<file path="config.mk">
export PLATFORM = sky130hd
export DESIGN_NAME = instr_fetch_ctrl
export DESIGN_NICKNAME = d
export VERILOG_FILES = /design/src/rtl/mips_pkg.sv /design/src/rtl/fetch_rr_arb.sv /design/src/rtl/instr_fetch_ctrl.sv
export SDC_FILE = /design/constraint.sdc
export NUM_CORES = 1
export LEC_CHECK = 0
export BUFFER_PORTS_ARGS = -buffer_cell sky130_fd_sc_hd__clkbuf_2
export CAP_MARGIN = 40
export CORE_MARGIN = 2
export CORE_UTILIZATION = 52
export DETAILED_ROUTE_END_ITERATION = 8
export PLACE_DENSITY = 0.85
export SETUP_SLACK_MARGIN = 0.4
export SYNTH_ARGS = -nofsm -noshare
export SYNTH_HDL_FRONTEND = slang
export SYNTH_SLANG_ARGS = --single-unit
</file>
<file path="constraint.sdc">
create_clock -name clk -period 5.1 [get_ports clk]
set_input_delay 0.255 -clock clk [delete_from_list [all_inputs] [get_ports clk]]
set_output_delay 0.255 -clock clk [all_outputs]
set_load 0.005 [all_outputs]
</file>
<file path="src/rtl/mips_pkg.sv">
// -----------------------------------------------------------------------------
// mips_pkg
// Types and constants shared by the 16-bit MIPS fetch logic.
//   pc_t       : program counter / byte address
//   instr_t    : instruction word
//   NOP_INSTR  : word substituted for out-of-range fetches
//   PC_STEP    : byte increment between consecutive instruction words
// -----------------------------------------------------------------------------
package mips_pkg;

    localparam int PC_W   = 16;
    localparam int INSTR_W = 16;

    typedef logic [PC_W-1:0]    pc_t;
    typedef logic [INSTR_W-1:0] instr_t;

    localparam instr_t NOP_INSTR = 16'h0000;
    localparam pc_t    PC_STEP   = 16'h0002;

    // Clear bit 0 so a byte address becomes a halfword-aligned PC.
    function automatic pc_t pc_align(input pc_t pc);
        return pc & ~pc_t'(16'h0001);
    endfunction

endpackage

</file>
<file path="src/rtl/fetch_rr_arb.sv">
// -----------------------------------------------------------------------------
// fetch_rr_arb
// Two-requester round-robin arbiter for the single instruction-memory read
// port. A requester asking alone is granted at once; when both ask, the one
// that was not granted most recently wins.
// Ports:
//   clk, rst_n   : clock, asynchronous active-low reset
//   fetch_req    : fetch wants the port this cycle
//   dbg_req      : debug reader wants the port this cycle
//   grant_fetch  : port given to fetch (combinational)
//   grant_dbg    : port given to debug (combinational)
// -----------------------------------------------------------------------------
module fetch_rr_arb
    import mips_pkg::*;
(
    input  logic clk,
    input  logic rst_n,
    input  logic fetch_req,
    input  logic dbg_req,
    output logic grant_fetch,
    output logic grant_dbg
);

    // Set when the most recent grant went to debug.
    logic last_dbg_r;
    logic grant_dbg_s;
    logic grant_fetch_s;

    // Grant decision: contention is resolved against the previous winner.
    always_comb begin
        grant_dbg_s   = 1'b0;
        grant_fetch_s = 1'b0;
        if (dbg_req && fetch_req) begin
            grant_dbg_s = ~last_dbg_r;
        end else begin
            grant_dbg_s = dbg_req;
        end
        grant_fetch_s = fetch_req & ~grant_dbg_s;
    end

    // History flag: only moves when somebody is actually granted.
    always_ff @(posedge clk or negedge rst_n) begin
        if (!rst_n) begin
            last_dbg_r <= 1'b0;
        end else if (fetch_req || dbg_req) begin
            last_dbg_r <= grant_dbg_s;
        end else begin
            last_dbg_r <= last_dbg_r;
        end
    end

    assign grant_fetch = grant_fetch_s;
    assign grant_dbg   = grant_dbg_s;

endmodule

</file>
<file path="src/rtl/instr_fetch_ctrl.sv">
// -----------------------------------------------------------------------------
// instr_fetch_ctrl
// Fetch sequencer: owns the PC, addresses the combinational instruction
// memory, and registers each fetched word into a valid/ready stage for decode.
// Handles branch/jump redirects, halt, and shares the memory port with a
// debug reader through a round-robin arbiter.
// Ports:
//   clk, rst_n                 : clock, asynchronous active-low reset
//   imem_pc / imem_instr       : memory address out / read data in
//   if_valid, if_ready         : output-stage handshake
//   if_instr, if_pc, if_oob    : fetched word, its address, out-of-range flag
//   redirect_valid/redirect_pc : one-cycle branch/jump request and target
//   halt                       : level; blocks new fetches while high
//   dbg_req, dbg_addr          : debug read request (held until ack), address
//   dbg_ack, dbg_data          : one-cycle completion pulse and read data
// -----------------------------------------------------------------------------
module instr_fetch_ctrl
    import mips_pkg::*;
#(
    parameter int               PC_WIDTH   = 16,
    parameter int               DATA_WIDTH = 16,
    parameter int               INSTR_NUM  = 15,
    parameter logic [15:0]      RESET_PC   = 16'h0000
) (
    input  logic                  clk,
    input  logic                  rst_n,
    output logic [PC_WIDTH-1:0]   imem_pc,
    input  logic [DATA_WIDTH-1:0] imem_instr,
    output logic                  if_valid,
    input  logic                  if_ready,
    output logic [DATA_WIDTH-1:0] if_instr,
    output logic [PC_WIDTH-1:0]   if_pc,
    output logic                  if_oob,
    input  logic                  redirect_valid,
    input  logic [PC_WIDTH-1:0]   redirect_pc,
    input  logic                  halt,
    input  logic                  dbg_req,
    input  logic [PC_WIDTH-1:0]   dbg_addr,
    output logic                  dbg_ack,
    output logic [DATA_WIDTH-1:0] dbg_data
);

    localparam int IDX_W = PC_WIDTH / 4;

    logic [PC_WIDTH-1:0]   fetch_pc_r;
    logic                  if_valid_r;
    logic [DATA_WIDTH-1:0] if_instr_r;
    logic [PC_WIDTH-1:0]   if_pc_r;
    logic                  if_oob_r;
    logic                  dbg_ack_r;
    logic [DATA_WIDTH-1:0] dbg_data_r;

    logic                  slot_open_s;
    logic                  fetch_want_s;
    logic                  grant_fetch_s;
    logic                  grant_dbg_s;
    logic [IDX_W-1:0]      fetch_idx_s;
    logic                  fetch_oob_s;
    logic [DATA_WIDTH-1:0] fetch_word_s;
    logic [PC_WIDTH-1:0]   redirect_tgt_s;

    // Fetch request: needs room in the output stage, and is suppressed while
    // halted or in a redirect cycle (the old-path word would be flushed anyway).
    always_comb begin
        slot_open_s  = ~if_valid_r | if_ready;
        fetch_want_s = slot_open_s & ~halt & ~redirect_valid;
    end

    fetch_rr_arb u_arb (
        .clk         (clk),
        .rst_n       (rst_n),
        .fetch_req   (fetch_want_s),
        .dbg_req     (dbg_req),
        .grant_fetch (grant_fetch_s),
        .grant_dbg   (grant_dbg_s)
    );

    // Range check and NOP substitution; index uses the same PC bits as the
    // memory decode, so addresses above the array alias back into it.
    always_comb begin
        fetch_idx_s    = fetch_pc_r[IDX_W:1];
        fetch_oob_s    = ({{(32-IDX_W){1'b0}}, fetch_idx_s} >= INSTR_NUM);
        fetch_word_s   = fetch_oob_s ? DATA_WIDTH'(NOP_INSTR) : imem_instr;
        redirect_tgt_s = redirect_pc & ~PC_WIDTH'(1);
    end

    // Memory port mux follows the arbiter.
    assign imem_pc = grant_dbg_s ? dbg_addr : fetch_pc_r;

    // PC and output stage: redirect flushes first, then fetch, then drain.
    always_ff @(posedge clk or negedge rst_n) begin
        if (!rst_n) begin
            fetch_pc_r <= PC_WIDTH'(RESET_PC);
            if_valid_r <= 1'b0;
            if_instr_r <= DATA_WIDTH'(0);
            if_pc_r    <= PC_WIDTH'(0);
            if_oob_r   <= 1'b0;
        end else if (redirect_valid) begin
            fetch_pc_r <= redirect_tgt_s;
            if_valid_r <= 1'b0;
        end else if (grant_fetch_s) begin
            fetch_pc_r <= fetch_pc_r + PC_WIDTH'(PC_STEP);
            if_valid_r <= 1'b1;
            if_instr_r <= fetch_word_s;
            if_pc_r    <= fetch_pc_r;
            if_oob_r   <= fetch_oob_s;
        end else if (if_ready) begin
            if_valid_r <= 1'b0;
        end else begin
            if_valid_r <= if_valid_r;
        end
    end

    // Debug read return: data captured only on a grant, ack pulses for one cycle.
    always_ff @(posedge clk or negedge rst_n) begin
        if (!rst_n) begin
            dbg_ack_r  <= 1'b0;
            dbg_data_r <= DATA_WIDTH'(0);
        end else if (grant_dbg_s) begin
            dbg_ack_r  <= 1'b1;
            dbg_data_r <= imem_instr;
        end else begin
            dbg_ack_r  <= 1'b0;
        end
    end

    assign if_valid = if_valid_r;
    assign if_instr = if_instr_r;
    assign if_pc    = if_pc_r;
    assign if_oob   = if_oob_r;
    assign dbg_ack  = dbg_ack_r;
    assign dbg_data = dbg_data_r;

endmodule

</file>
* Yosys cells after proc, flatten, opt, wreduce, memory -nomap -nowiden
Cells that the tools add are included.
Cells by class: multiplexer cells 9, bitwise gates (word level) 9, reduce and logical (&&, ||, !) cells 5, order comparisons 1, $add $sub $neg 1
Operator list (count):
- $mux W16 | 4
- $add A16 B2 Y16 const B | 1
- $mux W1 | 5
- $not A1 Y1 | 5
- $ge A4 B4 Y1 const B | 1
- $and A1 B1 Y1 | 3
- $reduce_bool A3 Y1 | 1
- $reduce_and A2 Y1 | 1
- $reduce_bool A2 Y1 | 1
- $logic_and A1 B1 Y1 | 1
- $logic_or A1 B1 Y1 | 1
- $or A1 B1 Y1 | 1
Word-level totals: logic and storage cells 33, output and inout port bits 67, flip-flop bits (word level) 68

* Depth between registers and ports, before layout
Gate-level depths: netlist (run 1).
depth in word-level cells 10, mapped depth 6

* By module
Synthesis (run 1) repeated with hierarchy kept, for this count alone.
Unflattened totals: cells, all modules 234, area total of the unflattened synthesis 2924.1 µm²
By module, submodules not included:
- instr_fetch_ctrl | cells an instance 228, area an instance 2871.5 µm², seq. area each 1626.6 µm², times used 1
- fetch_rr_arb | cells an instance 6, area an instance 52.6 µm², seq. area each 25.0 µm², times used 1

* Worst setup path after synthesis (run 1)
OpenSTA, ideal clock, no wires.
path type register -> output, from register if_valid_r, in the netlist if_valid, to output imem_pc[15], slack 3.298 ns, arrival time 1.547 ns, required time 4.845 ns, path buffers 1, stages on the path, launching flop included 6, cells stage by stage dfrtp_1 nor2b_2 nor3_1 a21boi_2 buf_2 mux2_2
On the way: longest elaborated chain between the ends 7
Ends and longest elaborated chain:
- from (decl) | RTL line instr_fetch_ctrl.sv:46 | logic if_valid_r;
- from (signal assigned) | RTL line instr_fetch_ctrl.sv:110 | if_valid_r <= if_valid_r;
- $not A1 Y1 | RTL line instr_fetch_ctrl.sv:65 | slot_open_s = ~if_valid_r | if_ready;
- $or A1 B1 Y1 | RTL line instr_fetch_ctrl.sv:65
- $and A1 B1 Y1 (2 in a row) | RTL line instr_fetch_ctrl.sv:66 | fetch_want_s = slot_open_s & ~halt & ~redirect_valid;
- $logic_and A1 B1 Y1 | RTL line fetch_rr_arb.sv:33 | if (dbg_req && fetch_req) begin
- $mux W1 | RTL line fetch_rr_arb.sv:33
- $mux W16 | RTL line instr_fetch_ctrl.sv:88 | assign imem_pc = grant_dbg_s ? dbg_addr : fetch_pc_r;
- to (decl) | RTL line instr_fetch_ctrl.sv:27 | output logic [PC_WIDTH-1:0] imem_pc,
No other way between the ends.

* Worst setup path in the final report (run 1)
from register if_valid_r, in the netlist if_valid, to output imem_pc[6]
The elaborated chain is that of the path after synthesis.

==> impl_metrics.sql, run 1 <==
INSERT INTO impl_metrics (metric_group, metric, value, unit) VALUES
('global_routing', 'grt_first_pass_wirelength', '11880', 'um'),
('hold_path', 'hp-class', 'in2async', ''),
('cts', 'worst_skew_pair_latency', '0.34', 'ns'),
('detailed_routing', 'detailedRoute.firstPassIterationCount', '4', ''),
('critical_path', 'worstPathArrival', '2.60', 'ns'),
('yosys', 'synth_ff_type', 'dfrtp_1', ''),
('finish', 'layout.nets', '471', ''),
('die', 'std_cell_rows', '28', ''),
('cts', 'root_buffer', 'clkbuf_8', ''),
('timing', 'rsz0062_at_grt', 'false', ''),
('finish', 'drive_gt1_frac', '0.4181', ''),
('flow_run', 'max_capacitance_violation_count', '0', ''),
('die', 'dieWidth', '80.89', 'um'),
('detailed_routing', 'drt_iter0_drc', '223', ''),
('power', 'sw_frac_of_total', '0.2869', ''),
('timing', 'skew', '0.005995', 'ns'),
('critical_path', 'cpMaxStageDelayCell', 'a21boi_4', ''),
('critical_path', 'timing.critical_path.buf_inv', '2', ''),
('timing', 'final.setup.tns', '0', 'ns'),
('yosys', 'yosysWarningCount', '0', ''),
('detailed_routing', 'vias', '2664', ''),
('timing', 'timing_hold_violations_final', '0', ''),
('power', 'power.static_leakage', '2.011', 'nW'),
('cts', 'cts_inserted_buffers', '9', ''),
('detailed_routing', 'drt-vias-per-instance', '5.371', ''),
('critical_path', 'critical-path-top-delay-family', 'compound AO/OA/AOI/OAI gates', ''),
('yosys', 'syn-mean-instance-area', '10.18', 'um^2'),
('placement', 'placement.io_buffers', '118', ''),
('timing', 'timing.slew.headroom', '0.4559', ''),
('outcome', 'run_status', 'completed', ''),
('critical_path', 'startpoint_type', 'flop', ''),
('global_routing', 'grtUsageTotal', '0.2406', ''),
('placement', 'gp_congestion', '0.7769', ''),
('cts', 'clock_pin_slew_worst_setup_and_hold_paths', '0.07', 'ns'),
('global_routing', 'first_global_vias', '2489', ''),
('power', 'p_seq_frac', '0.478', ''),
('critical_path', 'critPathMaxStageDelay', '0.59', 'ns'),
('power', 'comb_power_share', '0.204', ''),
('yosys', 'syn-instance-count', '302', ''),
('placement', 'dpl.hpwl', '5370', 'um'),
('timing', 'layout_setup_ws', '2.243', 'ns'),
('timing', 'clock_period_minus_final_worst_setup_slack', '2.857', 'ns'),
('die', 'dieArea', '0.006543', 'mm^2'),
('global_routing', 'grt_max_degree', '67', ''),
('detailed_routing', 'drc_errors', '0', ''),
('critical_path', 'crit_fanout', '18', ''),
('yosys', 'netlist-cell-type-count', '44', ''),
('detailed_routing', 'post_drt_wl_per_cell', '15.45', 'um'),
('timing', 'hold-worst-slack', '0.08758', 'ns'),
('cts', 'cts_tree', 'yes', ''),
('critical_path', 'timing.critical_path.cells', 'nor2b_2 > nor3_1 > a21boi_4 > buf_4 > mux2_2 > clkbuf_2', ''),
('placement', 'dp_slack', '2.473', 'ns'),
('timing', 'setup_viols_final', '0', ''),
('timing', 'worst-slew-pin-transition', '0.8161', 'ns'),
('global_routing', 'grt_remaining_overflow', '0', ''),
('cts', 'clock_sink_count', '66', ''),
('power', 'cell_internal_pwr', '0.001003', 'W'),
('power', 'post-layout-total-power', '0.001406', 'W'),
('cts', 'clock_tree.buffer_depth', '2', ''),
('finish', 'area_growth_synth_to_finish', '27.27', '%'),
('power', 'pwr_density_cell', '359.5', 'mW/mm^2'),
('power', 'net_switching_power_of_the_design', '0.0004036', 'W'),
('die', 'core-area', '0.005816', 'mm^2'),
('yosys', 'synth-edff-count', '0', ''),
('power', 'ir_drop', '0.1982', 'mV'),
('yosys', 'proportion_of_synthesized_flip_flops_having_asynchronous_set_or_reset', '1.000', ''),
('finish', 'antenna_cells', '0', ''),
('global_routing', 'number_of_antenna_violations_at_the_first_check_in_global_routing', '0', ''),
('detailed_routing', 'drt-total-wl', '7664', 'um'),
('detailed_routing', 'final_antenna_net_count', '0', ''),
('critical_path', 'worstSetupEndpointType', 'primary output', '');
[layer usage]
| metal | GRT usage | vias to the layer above | wire [um] |
|---|---|---|---|
| li1 | - | 1270 | - |
| met2 | 0.4000 | 82 | 4054 |
| met4 | 0.08983 | 0 | 148 |
| met1 | 0.3111 | 1302 | 3061 |
| met5 | 0 | - | 0 |
| met3 | 0.05000 | 10 | 399 |
[stage by stage]
| stage | std cells | area [um^2] | util |
|---|---|---|---|
| detailed placement | 480 | 3707 | 0.6375 |
| CTS | 496 | 3913 | 0.6728 |
| global placement | 479 | 3696 | 0.6355 |
| floorplan | 302 | 3074 | - |
| global route | 496 | 3913 | 0.6728 |
| finish | 496 | 3913 | 0.6728 |
[worst register-to-register path, delay by kind of cell, from the launching register on]
family / cells / cell delay [ns]
DFF: 1 / 0.49
AOI/OAI and AO/OA: 2 / 0.89
and+or+nand+nor: 1 / 0.57
adders and majority gates: 1 / 0.27
[cells in the mapped netlist, types with 2 or more instances]
| master | number | area share |
|---|---|---|
| buf_2 | 8 | 0.013 |
| mux2_2 | 33 | 0.12 |
| and2_1 | 2 | 0.0041 |
| a221o_1 | 4 | 0.013 |
| o211ai_1 | 2 | 0.0049 |
| buf_1 | 3 | 0.0037 |
| nor3_1 | 4 | 0.0065 |
| a31o_2 | 2 | 0.0057 |
| nand3_1 | 22 | 0.036 |
| clkbuf_1 | 6 | 0.0073 |
| inv_1 | 5 | 0.0061 |
| nor2_1 | 7 | 0.0085 |
| mux2i_1 | 5 | 0.016 |
| xnor2_1 | 2 | 0.0057 |
| nand2_1 | 88 | 0.11 |
| nand4_1 | 3 | 0.0061 |
| o21ai_0 | 11 | 0.018 |
| dfrtp_1 | 66 | 0.54 |
| nand2b_1 | 2 | 0.0041 |
| nor4_1 | 3 | 0.0061 |
[sequential cells by signal (all words and copies together) (netlist names)]
name and flops:
fetch_pc_r 15, if_pc 15, u_arb.last_dbg_r 1, dbg_ack 1, dbg_data 16, if_instr 16
if_oob 1, if_valid 1
[worst paths after layout]
kind                           startpoint  slack (ns)  cells past startpoint       endpoint
max                              if_valid        2.24                      6     imem_pc[6]
min                                 rst_n        0.09                      2      if_pc[11]
max reg2reg                 fetch_pc_r[1]        2.78                      4  fetch_pc_r[5]
min reg2reg                   if_instr[7]        0.47                      2    if_instr[7]
max in group asynchronous           rst_n        4.48                      2   if_instr[11]
min in group clk           redirect_pc[1]        0.12                      3  fetch_pc_r[1]
[power by group through the flow]
stage / clock (W) / combinational [W] / sequential (W)
finish: 0.000447 / 0.000288 / 0.000672
global placement: 0 / 0.000277 / 0.000674
CTS: 0.000452 / 0.000293 / 0.000671
floorplan: 0 / 0.000142 / 0.000672
detailed placement: 0 / 0.000290 / 0.000681
global route: 0.000476 / 0.000326 / 0.000682
[area by class of cell]
type                    instances  share of cell area
multi-input cells             212              0.3371
flip-flops and latches         66              0.4221
inverters                       5            0.004797
repair buffers                122              0.1596
clock inverters                 4             0.01279
clock buffers                  12             0.03965
well taps                      75             0.02398
[logic make-up after synthesis]
| family | count (synthesis) | share of synthesized area |
|---|---|---|
| simple gates | 139 | 0.2039 |
| mux | 38 | 0.1372 |
| xor+xnor | 2 | 0.005699 |
| compound gates | 31 | 0.07448 |
| buf+inv | 24 | 0.03622 |
| fa+ha+maj | 1 | 0.004069 |
| other cells | 1 | 0.001220 |
| flops | 66 | 0.5372 |
(Power assumes the default switching activity.)
==> run 2, diff against run 1 <==
--- a/config.mk
+++ b/config.mk
@@ -5,12 +5,13 @@
 export SDC_FILE = /design/constraint.sdc
 export NUM_CORES = 1
 export LEC_CHECK = 0
+export ABC_AREA = 1
 export BUFFER_PORTS_ARGS = -buffer_cell sky130_fd_sc_hd__clkbuf_2
 export CAP_MARGIN = 40
 export CORE_MARGIN = 2
-export CORE_UTILIZATION = 52
+export CORE_UTILIZATION = 44
 export DETAILED_ROUTE_END_ITERATION = 8
-export PLACE_DENSITY = 0.85
+export PLACE_DENSITY = 0.76
 export SETUP_SLACK_MARGIN = 0.4
 export SYNTH_ARGS = -nofsm -noshare
 export SYNTH_HDL_FRONTEND = slang
==> constraint.sdc (replaced) <==
create_clock -name clk -period 2.61 [get_ports clk]
set_input_delay 0.1305 -clock clk [delete_from_list [all_inputs] [get_ports clk]]
set_output_delay 0.1305 -clock clk [all_outputs]
set_load 0.005 [all_outputs]
==> impl_metrics.sql, run 2 <==
INSERT INTO impl_metrics (metric_group, metric, value, unit) VALUES
('outcome', 'run_status', 'completed', ''),
('cts', 'cts_resized', '0', ''),
('yosys', 'mappedNetlistArea', '0.003212', 'mm^2'),
('finish', 'mostFrequentLayoutCells', 'nand2_1, clkbuf_2, dfrtp_1', ''),
('global_routing', 'grt_first_pass_wirelength', '12810', 'um'),
('timing', 'timing_hold_violations_final', '0', ''),
('cts', 'cts_tree', 'yes', ''),
('placement', 'placement.io_buffers', '118', ''),
('power', 'power.static_leakage', '2.211', 'nW'),
('yosys', 'postSynthNetCount', '449', ''),
('cts', 'clock_sink_count', '66', ''),
('finish', 'antenna_cells', '0', ''),
('detailed_routing', 'drt-vias-per-instance', '4.772', ''),
('yosys', 'synth_seq_area_share', '0.5142', ''),
('finish', 'post_route_cell_area', '0.004044', 'mm^2'),
('timing', 'setup_viols_final', '0', ''),
('detailed_routing', 'drt-total-wl', '8037', 'um'),
('yosys', 'proportion_of_synthesized_flip_flops_having_asynchronous_set_or_reset', '1.000', ''),
('timing', 'worst-slew-pin-transition', '0.8352', 'ns'),
('critical_path', 'timing.critical_path.required', '2.48', 'ns'),
('hold_path', 'worst_hold_startpoint', 'redirect_pc[9]', ''),
('timing', 'rsz0062_at_grt', 'false', ''),
('detailed_routing', 'final_antenna_net_count', '0', ''),
('timing', 'final.period_utilization', '0.7667', ''),
('yosys', 'yosysWarningCount', '0', ''),
('critical_path', 'worst-r2r-setup-slack', '0.77', 'ns'),
('die', 'floorplan.io_pins', '121', ''),
('yosys', 'synth_most_common_cell', 'nand2_1', ''),
('yosys', 'synth-adder-area-share', '0.003896', ''),
('timing', 'layout_setup_ws', '0.6089', 'ns'),
('placement', 'place_area', '0.003841', 'mm^2'),
('timing', 'hold-worst-slack', '0.01459', 'ns'),
('flow_run', 'max_capacitance_violation_count', '0', ''),
('global_routing', 'grtUsageTotal', '0.2085', ''),
('yosys', 'synth_simple_gate_area_share', '0.2598', ''),
('critical_path', 'worstSetupEndpointType', 'primary output', ''),
('timing', 'final.setup.tns', '0', 'ns'),
('die', 'std_cell_rows', '31', ''),
('finish', 'layout.filler_cells', '696', ''),
('yosys', 'synth_commonest_cells', 'nand2_1, dfrtp_1, nand3_1, inv_1, o21ai_0', ''),
('hold_path', 'min_delay_path_depth', '3', ''),
('yosys', 'compound_gate_portion_of_the_synthesized_area', '0.1270', ''),
('power', 'pwr_density_cell', '686.8', 'mW/mm^2'),
('yosys', 'synth_top_cell_by_area', 'dfrtp_1', ''),
('cts', 'clock_pin_slew_worst_setup_and_hold_paths', '0.07', 'ns'),
('cts', 'worst_skew_pair_latency', '0.33', 'ns'),
('detailed_routing', 'vias', '2935', ''),
('yosys', 'synth-edff-count', '0', ''),
('global_routing', 'number_of_antenna_violations_at_the_first_check_in_global_routing', '0', ''),
('power', 'ir_drop', '0.2394', 'mV'),
('die', 'dieWidth', '89.44', 'um'),
('yosys', 'yosysTopAreaCellShare', '0.5142', ''),
('timing', 'fmax', '499.7', 'MHz'),
('cts', 'root_buffer', 'clkbuf_8', ''),
('placement', 'gp_congestion', '0.9205', ''),
('timing', 'timing.slew.headroom', '0.4405', ''),
('yosys', 'dominant_combinational_cell_family_by_area_after_synthesis', 'simple AND/OR/NAND/NOR gates', ''),
('cts', 'clock_tree.buffer_depth', '2', ''),
('critical_path', 'startpoint_type', 'flop', ''),
('finish', 'area_growth_synth_to_finish', '25.91', '%'),
('yosys', 'syn-mean-instance-area', '8.152', 'um^2'),
('yosys', 'synthXorXnorAreaFrac', '0.002727', ''),
('placement', 'dp_slack', '0.7890', 'ns'),
('cts', 'cts_inserted_buffers', '9', ''),
('critical_path', 'r2r.worst_path.cells', '5', ''),
('yosys', 'synth_ff_type', 'dfrtp_1', ''),
('critical_path', 'timing.setup.critical_path_class', 'reg2out', ''),
('die', 'initial_utilization', '0.4476', ''),
('global_routing', 'first_global_vias', '2814', ''),
('detailed_routing', 'detailedRoute.firstPassIterationCount', '5', ''),
('global_routing', 'grt_remaining_overflow', '0', ''),
('critical_path', 'regToRegStartpoint', 'if_valid', ''),
('critical_path', 'crit_fanout', '27', ''),
('timing', 'clock_period_minus_final_worst_setup_slack', '2.001', 'ns'),
('timing', 'skew', '0.006680', 'ns'),
('finish', 'layout.cells.most_common', 'nand2_1', ''),
('placement', 'dpl.hpwl', '6024', 'um'),
('finish', 'layout.nets', '567', ''),
('detailed_routing', 'drc_errors', '0', ''),
('detailed_routing', 'post_drt_wl_per_cell', '13.07', 'um'),
('die', 'die_h', '89.44', 'um'),
('timing', 'slew_viol_final', '0', ''),
('yosys', 'netlist-cell-type-count', '27', ''),
('hold_path', 'hp-class', 'in2reg', ''),
('cts', 'htreeDepth', '3', ''),
('hold_path', 'worst_hold_path.endpoint', 'fetch_pc_r[9]', ''),
('global_routing', 'grt_max_degree', '39', ''),
('critical_path', 'end_of_the_worst_register_to_register_path', 'if_instr[2]', ''),
('die', 'core-area', '0.007176', 'mm^2'),
('yosys', 'syn-instance-count', '394', ''),
('finish', 'drive_gt1_frac', '0.3217', ''),
('die', 'dieArea', '0.007999', 'mm^2'),
('yosys', 'synth.ff_latch_count', '66', ''),
('yosys', 'synth_area_leaders', 'dfrtp_1, nand2_1, nand3_1', ''),
('detailed_routing', 'drt_iter0_drc', '126', ''),
('yosys', 'synth.mux.area_fraction', '0', ''),
('critical_path', 'worstPathArrival', '1.87', 'ns');
-- run 2: changes by cell type after synthesis, moves of 7 or more --
cell / delta
nand3_1: +19
nor2_1: +7
o21ai_0: +25
nand2_1: +49
o21ai_2: +19
mux2_2: -33
inv_1: +34
-- run 2: cells by family after synthesis --
| kind of cell | count (synthesis) |
|---|---|
| AO/OA/AOI/OAI | 64 |
| buffers and inverters | 59 |
| XOR/XNOR | 1 |
| AND/OR/NAND/NOR | 202 |
| adder cells (fa/ha/maj) | 1 |
| flip-flops | 66 |
| other | 1 |
-- run 2: worst max path at each step --
stage / from / to
after floorplan: fetch_pc_r[2] / fetch_pc_r[11]
after global placement: u_arb.last_dbg_r / fetch_pc_r[12]
after detailed placement: if_valid / if_instr[2]
after CTS: if_valid / imem_pc[15]
after global routing: if_valid / imem_pc[1]
final: if_valid / imem_pc[1]
-- run 2: final cells by class --
class | instances | area [um^2] | area share
clock inverters | 5 | 55.05 | 0.01361
flip-flops and latches | 66 | 1652 | 0.4084
clock buffers | 10 | 137.6 | 0.03403
multi-input cells | 269 | 1276 | 0.3156
repair buffers | 125 | 645.6 | 0.1597
well taps | 99 | 123.9 | 0.03063
inverters | 41 | 153.9 | 0.03806
-- run 2: through the flow --
step	instances	power, W	utilization
after floorplan	394	0.001651	-
after global placement	599	0.001938	0.5353
after detailed placement	599	0.001962	0.5353
after CTS	615	0.002803	0.5636
after global routing	615	0.002956	0.5636
final	615	0.002777	0.5636
-- run 2: worst max-delay path: stages, from the launching register on --
cell and delay, ns:
dfrtp_1 0.34, nand2_1 0.12, nand2_1 0.12, inv_1 0.06, nand2_1 0.07, nand2_2 0.06, inv_2 0.41, nand2_1 0.13
o21ai_2 0.10, clkbuf_2 0.14
-- run 2: repair_timing --
action,4_1_cts,5_1_grt
hold buffers,1,0
setup buffers,0,0
hold endpoints to repair,20,0
-- run 2: per-layer routing --
layer / vias up / share of wire / global-route usage
met2: 92 / 0.47 / 0.3502
met4: 0 / 0.019 / 0.08820
li1: 1487 / - / -
met5: - / 0 / 0
met3: 12 / 0.055 / 0.04063
met1: 1344 / 0.46 / 0.2622
-- run 2: report_power, final --
part | internal [W] | switching (W) | total (W)
Sequential | 0.00119 | 0.000122 | 0.00131
Combinational | 0.000271 | 0.000351 | 0.000622
Clock | 0.000458 | 0.000384 | 0.000843
==> run 3, diff against run 2 <==
==> constraint.sdc (replaced) <==
create_clock -name clk -period 1.65 [get_ports clk]
set_input_delay 0.0825 -clock clk [delete_from_list [all_inputs] [get_ports clk]]
set_output_delay 0.0825 -clock clk [all_outputs]
set_load 0.005 [all_outputs]
==> impl_metrics.sql, run 3 (same netlist as run 2, synthesis figures left out) <==
INSERT INTO impl_metrics (metric_group, metric, value, unit) VALUES
('outcome', 'run_status', 'complete, but fails checks', ''),
('outcome', 'violations_in_the_final_reports', 'setup timing', ''),
('detailed_routing', 'detailedRoute.firstPassIterationCount', '5', ''),
('critical_path', 'timing.critical_path.required', '1.91', 'ns'),
('die', 'std_cell_rows', '31', ''),
('die', 'initial_utilization', '0.4476', ''),
('flow_run', 'max_capacitance_violation_count', '0', ''),
('timing', 'clock_period_minus_final_worst_setup_slack', '1.768', 'ns'),
('cts', 'cts_tree', 'yes', ''),
('timing', 'final.setup.tns', '-1.149', 'ns'),
('placement', 'dpl.hpwl', '6126', 'um'),
('global_routing', 'first_global_vias', '3351', ''),
('hold_path', 'hp-class', 'in2reg', ''),
('finish', 'area_growth_synth_to_finish', '67.63', '%'),
('finish', 'layout.nets', '635', ''),
('cts', 'clock_sink_count', '66', ''),
('die', 'floorplan.io_pins', '121', ''),
('cts', 'clock_tree.buffer_depth', '2', ''),
('critical_path', 'cpMaxStageDelayCell', 'dfrtp_1', ''),
('timing', 'final.period_utilization', '1.072', ''),
('finish', 'drive_gt1_frac', '0.4838', ''),
('cts', 'htreeDepth', '3', ''),
('cts', 'clock_pin_slew_worst_setup_and_hold_paths', '0.08', 'ns'),
('placement', 'placement.io_buffers', '118', ''),
('critical_path', 'r2r.worst_path.cells', '10', ''),
('detailed_routing', 'vias', '3517', ''),
('detailed_routing', 'final_antenna_net_count', '0', ''),
('timing', 'rsz0062_at_grt', 'true', ''),
('timing', 'skew', '0.007954', 'ns'),
('timing', 'layout_setup_ws', '-0.1183', 'ns'),
('critical_path', 'worstPathArrival', '2.03', 'ns'),
('timing', 'worst-slew-pin-transition', '0.5975', 'ns'),
('global_routing', 'grt_remaining_overflow', '0', ''),
('critical_path', 'startpoint_type', 'flop', ''),
('timing', 'timing.slew.headroom', '0.6016', ''),
('timing', 'slew_viol_final', '0', ''),
('die', 'dieArea', '0.007999', 'mm^2'),
('critical_path', 'crit_fanout', '8', ''),
('cts', 'cts_inserted_buffers', '9', ''),
('detailed_routing', 'drt-total-wl', '11170', 'um'),
('power', 'ir_drop', '0.4415', 'mV'),
('global_routing', 'grtUsageTotal', '0.2651', ''),
('finish', 'final_core_util', '0.7503', ''),
('cts', 'root_buffer', 'clkbuf_8', ''),
('power', 'power.static_leakage', '2.810', 'nW'),
('critical_path', 'worst-r2r-setup-slack', '-0.12', 'ns'),
('finish', 'mostFrequentLayoutCells', 'nand2_1, clkbuf_2, dfrtp_1', ''),
('critical_path', 'timing.critical_path.cells', 'nand2_2 > nand2_2 > buf_4 > buf_6 > buf_6 > a21oi_4 > nand2_4 > buf_12 > buf_16 > o21ai_2', ''),
('detailed_routing', 'post_drt_wl_per_cell', '16.33', 'um'),
('global_routing', 'grt_max_degree', '27', ''),
('detailed_routing', 'drc_errors', '0', ''),
('critical_path', 'critPathMaxStageDelay', '0.39', 'ns'),
('placement', 'gp_congestion', '0.9034', ''),
('global_routing', 'grt_first_pass_wirelength', '15890', 'um'),
('global_routing', 'number_of_antenna_violations_at_the_first_check_in_global_routing', '0', ''),
('die', 'dieWidth', '89.44', 'um'),
('die', 'die_h', '89.44', 'um'),
('detailed_routing', 'drt_iter0_drc', '194', ''),
('cts', 'worst_skew_pair_latency', '0.35', 'ns'),
('hold_path', 'min_delay_path_depth', '3', ''),
('finish', 'layout.filler_cells', '480', ''),
('timing', 'timing_hold_violations_final', '0', ''),
('critical_path', 'worstSetupEndpointType', 'flop', ''),
('finish', 'layout.cells.most_common', 'nand2_1', ''),
('finish', 'antenna_cells', '0', ''),
('placement', 'dp_slack', '0.1616', 'ns'),
('timing', 'setup_viols_final', '27', ''),
('die', 'core-area', '0.007176', 'mm^2'),
('critical_path', 'timing.setup.critical_path_class', 'reg2reg', ''),
('timing', 'fmax', '565.5', 'MHz'),
('detailed_routing', 'drt-vias-per-instance', '5.142', ''),
('power', 'pwr_density_cell', '966.1', 'mW/mm^2');
## run 3: cell count changes in the layout (fill, tap and decap cells not counted), sizes merged
cell,change
buf,+52
bufinv,+1
clkbuf,-4
clkinvlp,-1
dlygate4sd3,+21
## run 3: worst paths after layout
check                          startpoint             to
setup / recovery                 if_valid   if_instr[13]
hold / removal             redirect_pc[1]  fetch_pc_r[1]
setup reg to reg                 if_valid   if_instr[13]
hold reg to reg              if_instr[11]   if_instr[11]
max in group asynchronous           rst_n    dbg_data[7]
min in group asynchronous           rst_n   if_instr[11]
## run 3: layer usage
metal | GRT usage | part of all wire | routed length, um
met1 | 0.3154 | 0.39 | 4306
met2 | 0.4747 | 0.53 | 5971
met3 | 0.04432 | 0.061 | 682
met4 | 0.1058 | 0.019 | 210
met5 | 0 | 0 | 0
## run 3: cell type report
| class | count | area, um^2 | share of cell area |
|---|---|---|---|
| Clock buffer | 11 | 141.4 | 0.02626 |
| Clock inverter | 5 | 77.57 | 0.01441 |
| Inverter | 41 | 161.4 | 0.02998 |
| Multi-Input combinational cell | 269 | 1650 | 0.3065 |
| Sequential cell | 66 | 1653 | 0.3070 |
| Tap cell | 99 | 123.9 | 0.02301 |
| Timing Repair Buffer | 193 | 1577 | 0.2928 |
## run 3: where the power goes
| group | internal (W) | switching [W] |
|---|---|---|
| logic | 0.000752 | 0.000767 |
| registers | 0.00188 | 0.000241 |
| clock network | 0.000888 | 0.000669 |
## run 3: stage by stage
stage | std cells | cell area, um^2 | hold WS, ns | power [W]
CTS | 671 | 5009 | 0.0002082 | 0.004952
global route | 684 | 5384 | 0.02432 | 0.005473
finish | 684 | 5384 | 0.01453 | 0.005201
floorplan | 394 | 3212 | -0.2131 | 0.002612
detailed placement | 605 | 3936 | 0.1085 | 0.003133
global placement | 605 | 3936 | 0.1170 | 0.003097
## run 3: critical path, delay by kind of cell, from the launching register on
family / cells / cell delay, ns
simple gates: 3 / 0.30
buf+inv: 5 / 0.63
compound gates: 2 / 0.36
flops: 1 / 0.39
## run 3: what timing repair did
action                                  in CTS  in global routing
pin swaps                                   14                  8
hold buffers                                22                  0
gates resized for setup                     92                 75
endpoints found under the setup margin      74                 81
hold endpoints to repair                    47                  0
cloned                                       8                  1
setup buffers                               20                 12
